## src/rtl/segdisp_pkg.sv

```systemverilog
// Shared types and segment table for the 7-segment display controller.
// Segment patterns are g..a, active-low.
package segdisp_pkg;

    typedef logic [6:0] seg7_t;
    typedef logic [7:0] led8_t;

    localparam led8_t LED_OFF = 8'hFF;

    localparam seg7_t SEG_TAB [16] = '{
        7'h40, 7'h79, 7'h24, 7'h30,
        7'h19, 7'h12, 7'h02, 7'h78,
        7'h00, 7'h10, 7'h08, 7'h03,
        7'h46, 7'h21, 7'h06, 7'h0E
    };

    typedef enum logic {
        IDLE,
        LATCH
    } state_t;

endpackage

```

## src/rtl/segdisp_if.sv

```systemverilog
// Load handshake and display-data bundle between producer and
// the display controller.
interface segdisp_if #(
    parameter int DIGITS = 6
);

    logic                  load_valid;
    logic                  load_ready;
    logic [4*DIGITS-1:0]   value;
    logic [DIGITS-1:0]     dots;
    logic [DIGITS-1:0]     blink_mask;
    logic                  blank_lz;

    modport master (
        output load_valid,
        output value,
        output dots,
        output blink_mask,
        output blank_lz,
        input  load_ready
    );

    modport slave (
        input  load_valid,
        input  value,
        input  dots,
        input  blink_mask,
        input  blank_lz,
        output load_ready
    );

endinterface

```

## src/rtl/segdisp_hex_digit_enc.sv

```systemverilog
// Combinational hex nibble to 7-segment (g..a, active-low) encoder.
module hex_digit_enc
    import segdisp_pkg::*;
(
    input  logic [3:0] nib,
    output seg7_t      seg
);

    assign seg = SEG_TAB[nib];

endmodule

```

## src/rtl/segdisp_ctrl.sv

```systemverilog
// Multi-digit 7-segment controller with leading-zero blanking.
// Optional blink logic is built only with SEGDISP_BLINK_EN defined.
module segdisp_ctrl
    import segdisp_pkg::*;
#(
    parameter int DIGITS    = 6,
    parameter int BLINK_DIV = 25000000
) (
    input  logic                clk,
    input  logic                reset_n,
    segdisp_if.slave            bus,
    output logic [8*DIGITS-1:0] led
);

    state_t              st;
    logic                rdy;
    logic                acc;
    logic                have_q;
    logic [4*DIGITS-1:0] val_q;
    logic [DIGITS-1:0]   dots_q;
    logic [DIGITS-1:0]   mask_q;
    logic                blz_q;
    logic                phase;
    logic [DIGITS-1:0]   zhi;
    logic [8*DIGITS-1:0] led_d;
    seg7_t               seg [DIGITS];

    assign bus.load_ready = rdy;
    assign acc = bus.load_valid & rdy;

    for (genvar g = 0; g < DIGITS; g++) begin : g_enc
        hex_digit_enc u_enc (
            .nib (val_q[4*g +: 4]),
            .seg (seg[g])
        );
    end

`ifdef SEGDISP_BLINK_EN
    localparam int CW = (BLINK_DIV > 2) ? $clog2(BLINK_DIV) : 1;

    logic [CW-1:0] cnt;
    logic          ph_q;

    // Free-running; loads never disturb the blink cadence.
    always_ff @(posedge clk) begin
        if (!reset_n) begin
            cnt  <= '0;
            ph_q <= 1'b0;
        end else if (cnt == CW'(BLINK_DIV - 1)) begin
            cnt  <= '0;
            ph_q <= ~ph_q;
        end else begin
            cnt  <= cnt + 1'b1;
        end
    end

    assign phase = ph_q;
`else
    localparam int unused_div = BLINK_DIV;

    assign phase = 1'b0;
`endif

    // zhi[i]: digit i and every digit above it are zero.
    always_comb begin
        logic run;
        logic off;
        run   = 1'b1;
        off   = 1'b0;
        zhi   = '0;
        led_d = '0;
        for (int i = DIGITS - 1; i >= 0; i--) begin
            run    = run & (val_q[4*i +: 4] == 4'h0);
            zhi[i] = run;
        end
        for (int i = 0; i < DIGITS; i++) begin
            off = (blz_q && (i != 0) && zhi[i])
                | (phase && mask_q[i]);
            led_d[8*i +: 8] = off ? LED_OFF
                            : {~dots_q[i], seg[i]};
        end
    end

    always_ff @(posedge clk) begin
        if (!reset_n) begin
            st     <= IDLE;
            rdy    <= 1'b1;
            have_q <= 1'b0;
            val_q  <= '0;
            dots_q <= '0;
            mask_q <= '0;
            blz_q  <= 1'b0;
            led    <= {DIGITS{LED_OFF}};
        end else begin
            led <= have_q ? led_d : {DIGITS{LED_OFF}};
            unique case (st)
                IDLE: begin
                    if (acc) begin
                        st     <= LATCH;
                        rdy    <= 1'b0;
                        have_q <= 1'b1;
                        val_q  <= bus.value;
                        dots_q <= bus.dots;
                        mask_q <= bus.blink_mask;
                        blz_q  <= bus.blank_lz;
                    end
                end
                LATCH: begin
                    st  <= IDLE;
                    rdy <= 1'b1;
                end
            endcase
        end
    end

endmodule

```

## src/flat_wrapper.sv

```systemverilog
// flat-port wrapper written by rule: the top's interface ports become plain ports
module segdisp_ctrl_flat import segdisp_pkg::*;
#(
    parameter int DIGITS    = 6,
    parameter int BLINK_DIV = 25000000
)
  (clk, reset_n, led, bus_load_valid, bus_value, bus_dots, bus_blink_mask, bus_blank_lz, bus_load_ready);
  segdisp_if #(.DIGITS(DIGITS)) bus_i ();
  input  logic clk;
  input  logic reset_n;
  output logic [8*DIGITS-1:0] led;
  input wire logic [$bits(bus_i.load_valid)-1:0] bus_load_valid;
  input wire logic [$bits(bus_i.value)-1:0] bus_value;
  input wire logic [$bits(bus_i.dots)-1:0] bus_dots;
  input wire logic [$bits(bus_i.blink_mask)-1:0] bus_blink_mask;
  input wire logic [$bits(bus_i.blank_lz)-1:0] bus_blank_lz;
  output wire logic [$bits(bus_i.load_ready)-1:0] bus_load_ready;
  assign bus_i.load_valid = bus_load_valid;
  assign bus_i.value = bus_value;
  assign bus_i.dots = bus_dots;
  assign bus_i.blink_mask = bus_blink_mask;
  assign bus_i.blank_lz = bus_blank_lz;
  assign bus_load_ready = bus_i.load_ready;
  segdisp_ctrl #(.DIGITS(DIGITS), .BLINK_DIV(BLINK_DIV)) u_core (.clk(clk), .reset_n(reset_n), .bus(bus_i), .led(led));
endmodule
```

## config.mk

```make
export PLATFORM = sky130hd
export DESIGN_NAME = segdisp_ctrl_flat
export DESIGN_NICKNAME = d
export VERILOG_FILES = /design/src/rtl/segdisp_pkg.sv /design/src/rtl/segdisp_if.sv /design/src/rtl/segdisp_hex_digit_enc.sv /design/src/rtl/segdisp_ctrl.sv /design/src/flat_wrapper.sv
export SDC_FILE = /design/constraint.sdc
export NUM_CORES = 1
export LEC_CHECK = 0
export ABC_AREA = 1
export CAP_MARGIN = 20
export CORE_ASPECT_RATIO = 0.6
export CORE_UTILIZATION = 46
export CTS_BUF_LIST = sky130_fd_sc_hd__clkbuf_8
export CTS_CLUSTER_DIAMETER = 40
export DETAILED_ROUTE_END_ITERATION = 8
export GPL_TIMING_DRIVEN = 0
export PLACE_DENSITY = 0.78
export SYNTH_ARGS = -nofsm -noshare
export SYNTH_HDL_FRONTEND = slang
export SYNTH_SLANG_ARGS = --single-unit
export TNS_END_PERCENT = 100
```

## constraint.sdc

```tcl
create_clock -name clk -period 1.25 [get_ports clk]
set_input_delay 0.375 -clock clk [delete_from_list [all_inputs] [get_ports clk]]
set_output_delay 0.375 -clock clk [all_outputs]
set_load 0.01 [all_outputs]
```

==> Word-level counts from Yosys, hierarchy flattened <==
Memory sizes are Yosys's and may differ from the RTL's. A register that Yosys moved wholly into a read port is not among the register bits.
Cells that the tools add are included.
{ "word_totals": {"latch_bits": 0, "mem_bits_rw": 0, "memories": 6, "wordCells": 79, "output_inout_bits": 49, "ff_bits": 82, "romBits": 672} }
{ "mem_list": {"columns": ["name", "depth", "width", "rd", "rd_ports_with_merged_regs", "write_ports", "line", "rtl"], "rows": [
  ["(no name shown)", 16, 7, 1, 1, 0, "segdisp_hex_digit_enc.sv:9", "assign seg = SEG_TAB[nib];"],
  ["(no name shown)", 16, 7, 1, 1, 0, "segdisp_hex_digit_enc.sv:9", null],
  ["(no name shown)", 16, 7, 1, 1, 0, "segdisp_hex_digit_enc.sv:9", null],
  ["(no name shown)", 16, 7, 1, 1, 0, "segdisp_hex_digit_enc.sv:9", null],
  ["(no name shown)", 16, 7, 1, 1, 0, "segdisp_hex_digit_enc.sv:9", null],
  ["(no name shown)", 16, 7, 1, 1, 0, "segdisp_hex_digit_enc.sv:9", null]
]} }
{ "classes": {"reduce_logical": 18, "shift": 0, "n_div": 0, "n_eq_ne": 1, "bitwise": 20, "order_cmp": 6, "addsub": 0, "mux": 16, "multipliers": 0} }
{ "op_table": {"columns": ["operator", "n"], "rows": [
  ["7-bit 2-to-1 mux", 12],
  ["5-bit greater-or-equal comparator (second input constant)", 6],
  ["4-bit inverter with 5-bit output", 6],
  ["4-bit logical NOT", 5],
  ["3-bit OR reduction", 5],
  ["1-bit inverter", 9],
  ["1-bit AND", 5],
  ["1-bit logical AND", 5],
  ["1-bit case mux with 2 select lines", 2],
  ["2-bit AND reduction", 2],
  ["1-bit 2-to-1 mux", 2],
  ["2-bit by 1-bit inequality test with 1-bit output (second input constant)", 1],
  ["1-bit logical NOT", 1]
]} }

==> Longest topological paths before layout <==
Gate-level depths: netlist (run 1).
{ "logic_depth": {"ltp_word": 7, "ltp_mapped": 10, "mapped_depth_nobuf": 10} }

==> By module <==
From an unflattened synthesis (run 1), not the netlist that was laid out.
{ "unflattened": {"hier_cells": 579, "area_unflattened_um2": 4236.6} }
{ "modules_own_cells": {"columns": ["mod", "cells_each", "instances", "area_per_inst_um2", "seq_area_each_um2"], "rows": [
  ["segdisp_ctrl", 285, 1, 2592.5, 1641.6],
  ["hex_digit_enc", 49, 6, 274.0, 0.0]
]} }

==> Worst setup path after synthesis (run 1) <==
Ideal clock, no wire load.
{ "synth_path": {"path_kind": "register to register", "from": "register u_core.val_q[8]", "to": "register u_core.led[11]", "path_stages_with_launch": 11, "t_required_ns": 1.133, "arrival_ns": 1.156, "path_slack_ns": -0.023, "setup_ns": 0.117, "path_cell_list": "dfxtp_1 > inv_1 > ha_1 > nand2_1 > inv_1 > nand2_1 > nor2_2 > nand2_4 > nand2_4 > nand2_4 > nand2_1"} }
{ "synth_via": {"elab_chain_cells": 5} }
{ "synth_lines": {"columns": ["item", "line", "rtl"], "rows": [
  ["from (decl)", "segdisp_ctrl.sv:19", "logic [4*DIGITS-1:0] val_q;"],
  ["from (signal assigned)", "segdisp_ctrl.sv:102", "val_q <= bus.value;"],
  ["4-bit logical NOT", "segdisp_ctrl.sv:73", "run = run & (val_q[4*i +: 4] == 4'h0);"],
  ["1-bit AND (2 in a row)", "segdisp_ctrl.sv:73", null],
  ["1-bit logical AND", "segdisp_ctrl.sv:77", "off = (blz_q && (i != 0) && zhi[i])"],
  ["3-bit OR reduction (no source line)", null, null],
  ["to (decl)", "segdisp_ctrl.sv:12", "output logic [8*DIGITS-1:0] led"]
]} }
No other way between the ends.
A chain may end at the register's enable or synchronous reset.

==> Final worst setup path (run 1) <==
{ "layout_path": {"from": "register u_core.val_q[9]", "to": "register u_core.led[16]"} }
{ "layout_via": {"elab_chain_cells": 4} }
{ "layout_lines": {"columns": ["item", "line"], "rows": [
  ["4-bit logical NOT", "segdisp_ctrl.sv:73"],
  ["1-bit AND", "segdisp_ctrl.sv:73"],
  ["1-bit logical AND", "segdisp_ctrl.sv:77"],
  ["3-bit OR reduction (no source line)", null]
]} }
Several ways; a longest one is shown, not always the timed one.

==> impl_metrics.toml, run 1 <==
[final_layout]
nets = 649
diodes = 0
final_common_cell = "nand2_1"
final_cell_mix = "nand2_1, dfxtp_1, buf_2"
drive_above_1_share = 0.3259
fin_cells = 684
design_area_sq_mm = 0.005087
syn_to_final_growth_pct = 36.72

[detailed_routing]
wl_met2_microns = 4595
wl_per_cell_microns = 15.06
wirelength_met1_microns = 4808
drt_iter0_markers = 326
dr_total_vias = 3632
dr_wl_met3_microns = 698
highest_layer = "met4"
wl_microns = 10300
drt-pass1-iter-count = 6
ant_nets = 0
drc_errors = 0
vias_per_cell = 5.310

[yosys]
synthesis.nets = 542
yosys.area.top_type = "dfxtp_1"
synthDistinctLibCells = 30
ys_seq_area_frac = 0.4412
yosys_warnings = 0
synth_seq_cells = 82
syn_area_sq_mm = 0.003721
yosys-top-cells-area = "dfxtp_1, ha_1, o21ai_0"
synth_top_area_share = 0.4412
syn_area_per_cell_sq_um = 7.900
synth_cells = 471

[sta]
fin_ws_ns = -0.02900
fmax_mhz = 781.9
final-max-slew-violation-count = 0
finalSetupViolations = 13
period_share = 1.023
fin_setup_tns_ns = -0.1974
maxSlewHeadroom = 0.6831
hold_violations = 0
rsz0062_at_grt = "true"
tightest_slew_ns = 0.4754
fin_skew_ns = 0.01129
min_period_ns = 1.279

[power]
clockPowerShare = 0.244
p_sw_w = 0.002018
power.density_mw_per_mm2 = 1230
power_frac_comb = 0.271
intPower_w = 0.004237
p_seq_frac = 0.485
p_leak_nw = 2.127
vdd_drop_max_mv = 0.9604
switching_share = 0.3226

[hold_path]
hp-class = "register to register"

[placement]
placedCellCount = 657
gp_congestion = 0.9228
post-dp-hpwl_microns = 6916
postPlaceCellArea_sq_mm = 0.004676
portBuffers = 82

[global_route]
grt_usage = 0.2393
grt_max_degree = 12
antenna_found_initial = 0
grt_pass1_wl_microns = 15830
grt_overflow = 0
grt_pass1_vias = 3382

[critical_path]
critPathLaunchType = "register"
worst_setup_path_end_kind = "register"
path_class = "register to register"
cp_max_fo = 3
cp.required_ns = 1.49
critical_path_arrival_ns = 1.52

[outcome]
status = "finished with violations"
violations = "negative setup slack"

[cts]
clock-root-buffer = "clkbuf_8"
cts.clk_slew.worst_paths_ns = 0.07
cts_tree = "yes"
cts_made_buffers = 9
clock-sinks = 82
cts_buffer_depth = 2
worstSkewPairLatency_ns = 0.36
h-tree-depth = 3

[die]
start_util = 0.4937
die_area_sq_mm = 0.008464
die_h_microns = 71.67
core_sq_mm = 0.007537
io_pins = 89
die_width_microns = 118.1
num_rows = 24

[job]
cap_viol_max_count = 0
==> critical path: stages, from the launching register on <==
cell     delay (ns)
dfxtp_4        0.36
inv_4          0.05
ha_1           0.23
o21ai_0        0.28
nor2_1         0.07
nor2_1         0.11
nand3_1        0.07
==> worst paths after layout <==
path / slack [ns] / depth (start not counted) / to / from
hold / removal: 0.39 / 1 / u_core.led[47] / u_core.dots_q[5]
setup reg to reg: -0.03 / 6 / u_core.led[16] / u_core.val_q[9]
hold reg to reg: 0.39 / 1 / u_core.led[47] / u_core.dots_q[5]
setup / recovery: -0.03 / 6 / u_core.led[16] / u_core.val_q[9]
==> power groups by stage <==
stage | combinational (W) | clock, W | sequential [W]
2_1_floorplan | 0.000806 | 0 | 0.00310
3_3_place_gp | 0.00143 | 0 | 0.00305
3_5_place_dp | 0.00147 | 0 | 0.00306
4_1_cts | 0.00152 | 0.00156 | 0.00301
5_1_grt | 0.00185 | 0.00170 | 0.00306
6_report | 0.00169 | 0.00153 | 0.00303
==> cell type report <==
type / count / area, sq um
timing repair buffer: 95 / 719.4
sequential: 82 / 1695
clock inverter: 4 / 16.27
clock buffer: 9 / 123.9
fill: 624 / 2450
multi-input combinational: 328 / 2074
tap: 104 / 130.1
inverter: 44 / 198.9
buffer: 18 / 128.9
==> what timing repair did <==
item | 4_1_cts | 5_1_grt
gates resized for setup | 275 | 78
endpoints found under the setup margin | 128 | 52
pin swaps | 6 | 13
cloned | 3 | 0
hold buffers | 0 | 0
buffers inserted | 6 | 5
==> sequential cells by signal, summed over array words and instances (netlist names) <==
register and count:
u_core.val_q 24, u_core.st 1, u_core.blz_q 1, u_core.dots_q 6, u_core.led 48, u_core.bus.load_ready 1
u_core.have_q 1
==> kinds of logic after synthesis <==
| kind of cell | after synthesis | share of synthesized area |
|---|---|---|
| flops | 82 | 0.4412 |
| simple gates | 169 | 0.1997 |
| compound gates | 127 | 0.1806 |
| buf+inv | 62 | 0.07431 |
| fa+ha+maj | 31 | 0.1042 |
==> routing by layer <==
layer	up-vias	track usage
li1	1776	-
met1	1682	0.3109
met2	152	0.3686
met3	22	0.07245
met4	0	0.1097
met5	-	0
==> synth_stat cells <==
master and instances:
a21boi_0 1, a21o_1 1, a21oi_1 47, a22oi_1 1
buf_1 1, buf_2 9, buf_6 4, clkbuf_1 4
clkinv_1 1, dfxtp_1 82, ha_1 31, inv_1 39
inv_2 3, inv_4 1, nand2_1 77, nand2_2 3
nand2_4 3, nand3_1 32, nand3b_2 1, nand4_1 2
nor2_1 43, nor2_2 3, nor2_4 2, nor3_1 3
o211ai_1 7, o21ai_0 65, o21ai_1 1, o21bai_1 1
o22ai_1 1, o311ai_0 2
==> through the flow <==
stage | power (W) | worst slack (ns) | hold slack (ns) | utilization
after floorplan | 0.003908 | 0.006307 | 0.3622 | -
after global placement | 0.004485 | -0.6235 | 0.3661 | 0.6204
after detailed placement | 0.004533 | -0.6154 | 0.3780 | 0.6204
after CTS | 0.006086 | 0.001886 | 0.3930 | 0.6418
after global routing | 0.006609 | -0.07991 | 0.4048 | 0.6750
final | 0.006255 | -0.02900 | 0.3921 | 0.6750
(Power assumes the default switching activity.)
==> run 2, diff against run 1 <==
Settings changed: SKIP_LAST_GASP set to 1.
==> impl_metrics.toml, run 2 (synthesis results as in run 1) <==
[sta]
min_period_ns = 1.304
tightest_slew_ns = 0.5066
fin_ws_ns = -0.05425
fmax_mhz = 766.7
fin_skew_ns = 0.009079
period_share = 1.043
hold_violations = 0
maxSlewHeadroom = 0.6622
finalSetupViolations = 13
rsz0062_at_grt = "true"
final-max-slew-violation-count = 0

[cts]
cts_made_buffers = 9
ctsHoldBuffers = 0
h-tree-depth = 3
cts_buffer_depth = 2
clock-sinks = 82
clock-root-buffer = "clkbuf_8"
worstSkewPairLatency_ns = 0.36
cts_tree = "yes"
cts.clk_slew.worst_paths_ns = 0.07

[final_layout]
nets = 649
fill_cells = 625
final_common_cell = "nand2_1"
syn_to_final_growth_pct = 36.28
diodes = 0
fin_cells = 684
reg.largest.list = "u_core.led: 48 flops, u_core.val_q: 24 flops, u_core.dots_q: 6 flops"
top_register = "u_core.led"
regArea_sq_mm = 0.001693
multiInputGateArea_sq_mm = 0.002069
largest_reg_flops = 48
final_cell_mix = "nand2_1, dfxtp_1, buf_2"
drive_above_1_share = 0.3241

[die]
core_sq_mm = 0.007537
io_pins = 89
die_area_sq_mm = 0.008464
die_h_microns = 71.67
die_width_microns = 118.1
num_rows = 24
start_util = 0.4937

[power]
power.total_w = 0.006245
vdd_drop_max_mv = 0.9620
p_leak_nw = 2.122
power.density_mw_per_mm2 = 1231

[global_route]
grt_usage = 0.2393
grt_overflow = 0
grt_pass1_wl_microns = 15830
grt_max_degree = 12
grt_pass1_vias = 3382
antenna_found_initial = 0

[critical_path]
crit_top_cell = "nor2_1"
cp_max_fo = 3
path_class = "register to register"
worst_setup_path_end_kind = "register"
slowest_stage = "dfxtp_4"
critical_path_arrival_ns = 1.55
cpPeakStageDelay_ns = 0.36
cp.required_ns = 1.50
critPathLaunchType = "register"
crit_chain = "inv_4 -> ha_1 -> o21ai_0 -> nor2_1 -> nor2_1 -> nand3_1"

[detailed_routing]
drt_iter0_markers = 356
ant_nets = 0
drt-pass1-iter-count = 6
dr_total_vias = 3659
vias_per_cell = 5.349
wl_per_cell_microns = 15.04
wl_microns = 10290
drc_errors = 0

[hold_path]
hp-class = "register to register"

[placement]
portBuffers = 82
gp_congestion = 0.9228
placedCellCount = 657
post-dp-hpwl_microns = 6916

[job]
cap_viol_max_count = 0

[outcome]
violations = "negative setup slack"
status = "finished with violations"
-- run 2: cell counts in the layout (fill, tap and decap cells not counted) --
No cell type changed its count.
-- run 2: cell type report --
class                      count  share of cell area
clock buffer                   9             0.02443
tap                          104             0.02566
sequential                    82              0.3338
clock inverter                 4            0.003208
inverter                      44             0.03874
multi-input combinational    328              0.4081
timing repair buffer          95              0.1406
buffer                        18             0.02541
-- run 2: repair_timing --
action                     in CTS  in global routing
gates resized for setup       275                 72
cloned                          3                  0
setup endpoints to repair     128                 52
setup buffers                   6                  5
pin swaps                       6                 11
-- run 2: worst max-delay path, delay by kind of cell, from the launching register on --
family / cells / cell delay (ns)
fa+ha+maj: 1 / 0.22
buf+inv: 1 / 0.05
simple gates: 3 / 0.27
compound gates: 1 / 0.28
flops: 1 / 0.36
-- run 2: metal layers --
metal	global-route usage	vias to the layer above	share of wire
met5	0	-	0
met4	0.1097	0	0.020
met3	0.07245	22	0.078
met2	0.3686	165	0.44
met1	0.3109	1698	0.46
li1	-	1774	-
-- run 2: path summary, 6_finish.rpt --
kind,from,cells past startpoint,slack (ns),end
min,u_core.dots_q[5],1,0.39,u_core.led[47]
max reg2reg,u_core.val_q[9],6,-0.05,u_core.led[16]
max,u_core.val_q[9],6,-0.05,u_core.led[16]
min reg2reg,u_core.dots_q[5],1,0.39,u_core.led[47]
-- run 2: power by group --
group | leakage (nW) | switching (W) | internal [W]
clock network | 0.0846 | 0.000863 | 0.000663
logic | 1.35 | 0.000977 | 0.000710
registers | 0.683 | 0.000171 | 0.00286
total | 2.12 | 0.00201 | 0.00423
-- run 2: per-stage QoR --
stage / cell area, sq um / util / worst slack (ns) / TNS (ns) / hold slack, ns
after detailed placement: 4676 / 0.6204 / -0.6154 / -43.32 / 0.3780
after CTS: 4837 / 0.6418 / 0.001886 / 0 / 0.3930
after global placement: 4676 / 0.6204 / -0.6235 / -43.23 / 0.3661
after floorplan: 3725 / - / 0.006307 / 0 / 0.3622
after global routing: 5071 / 0.6728 / -0.07991 / -1.298 / 0.4048
final: 5071 / 0.6728 / -0.05425 / -0.2603 / 0.3905
==> run 3, diff against run 2 <==
Settings changed: CTS_CLUSTER_DIAMETER 40 to not set.
==> results of run 3 <==
Final layout, timing and power as in run 2 (identical DEF).
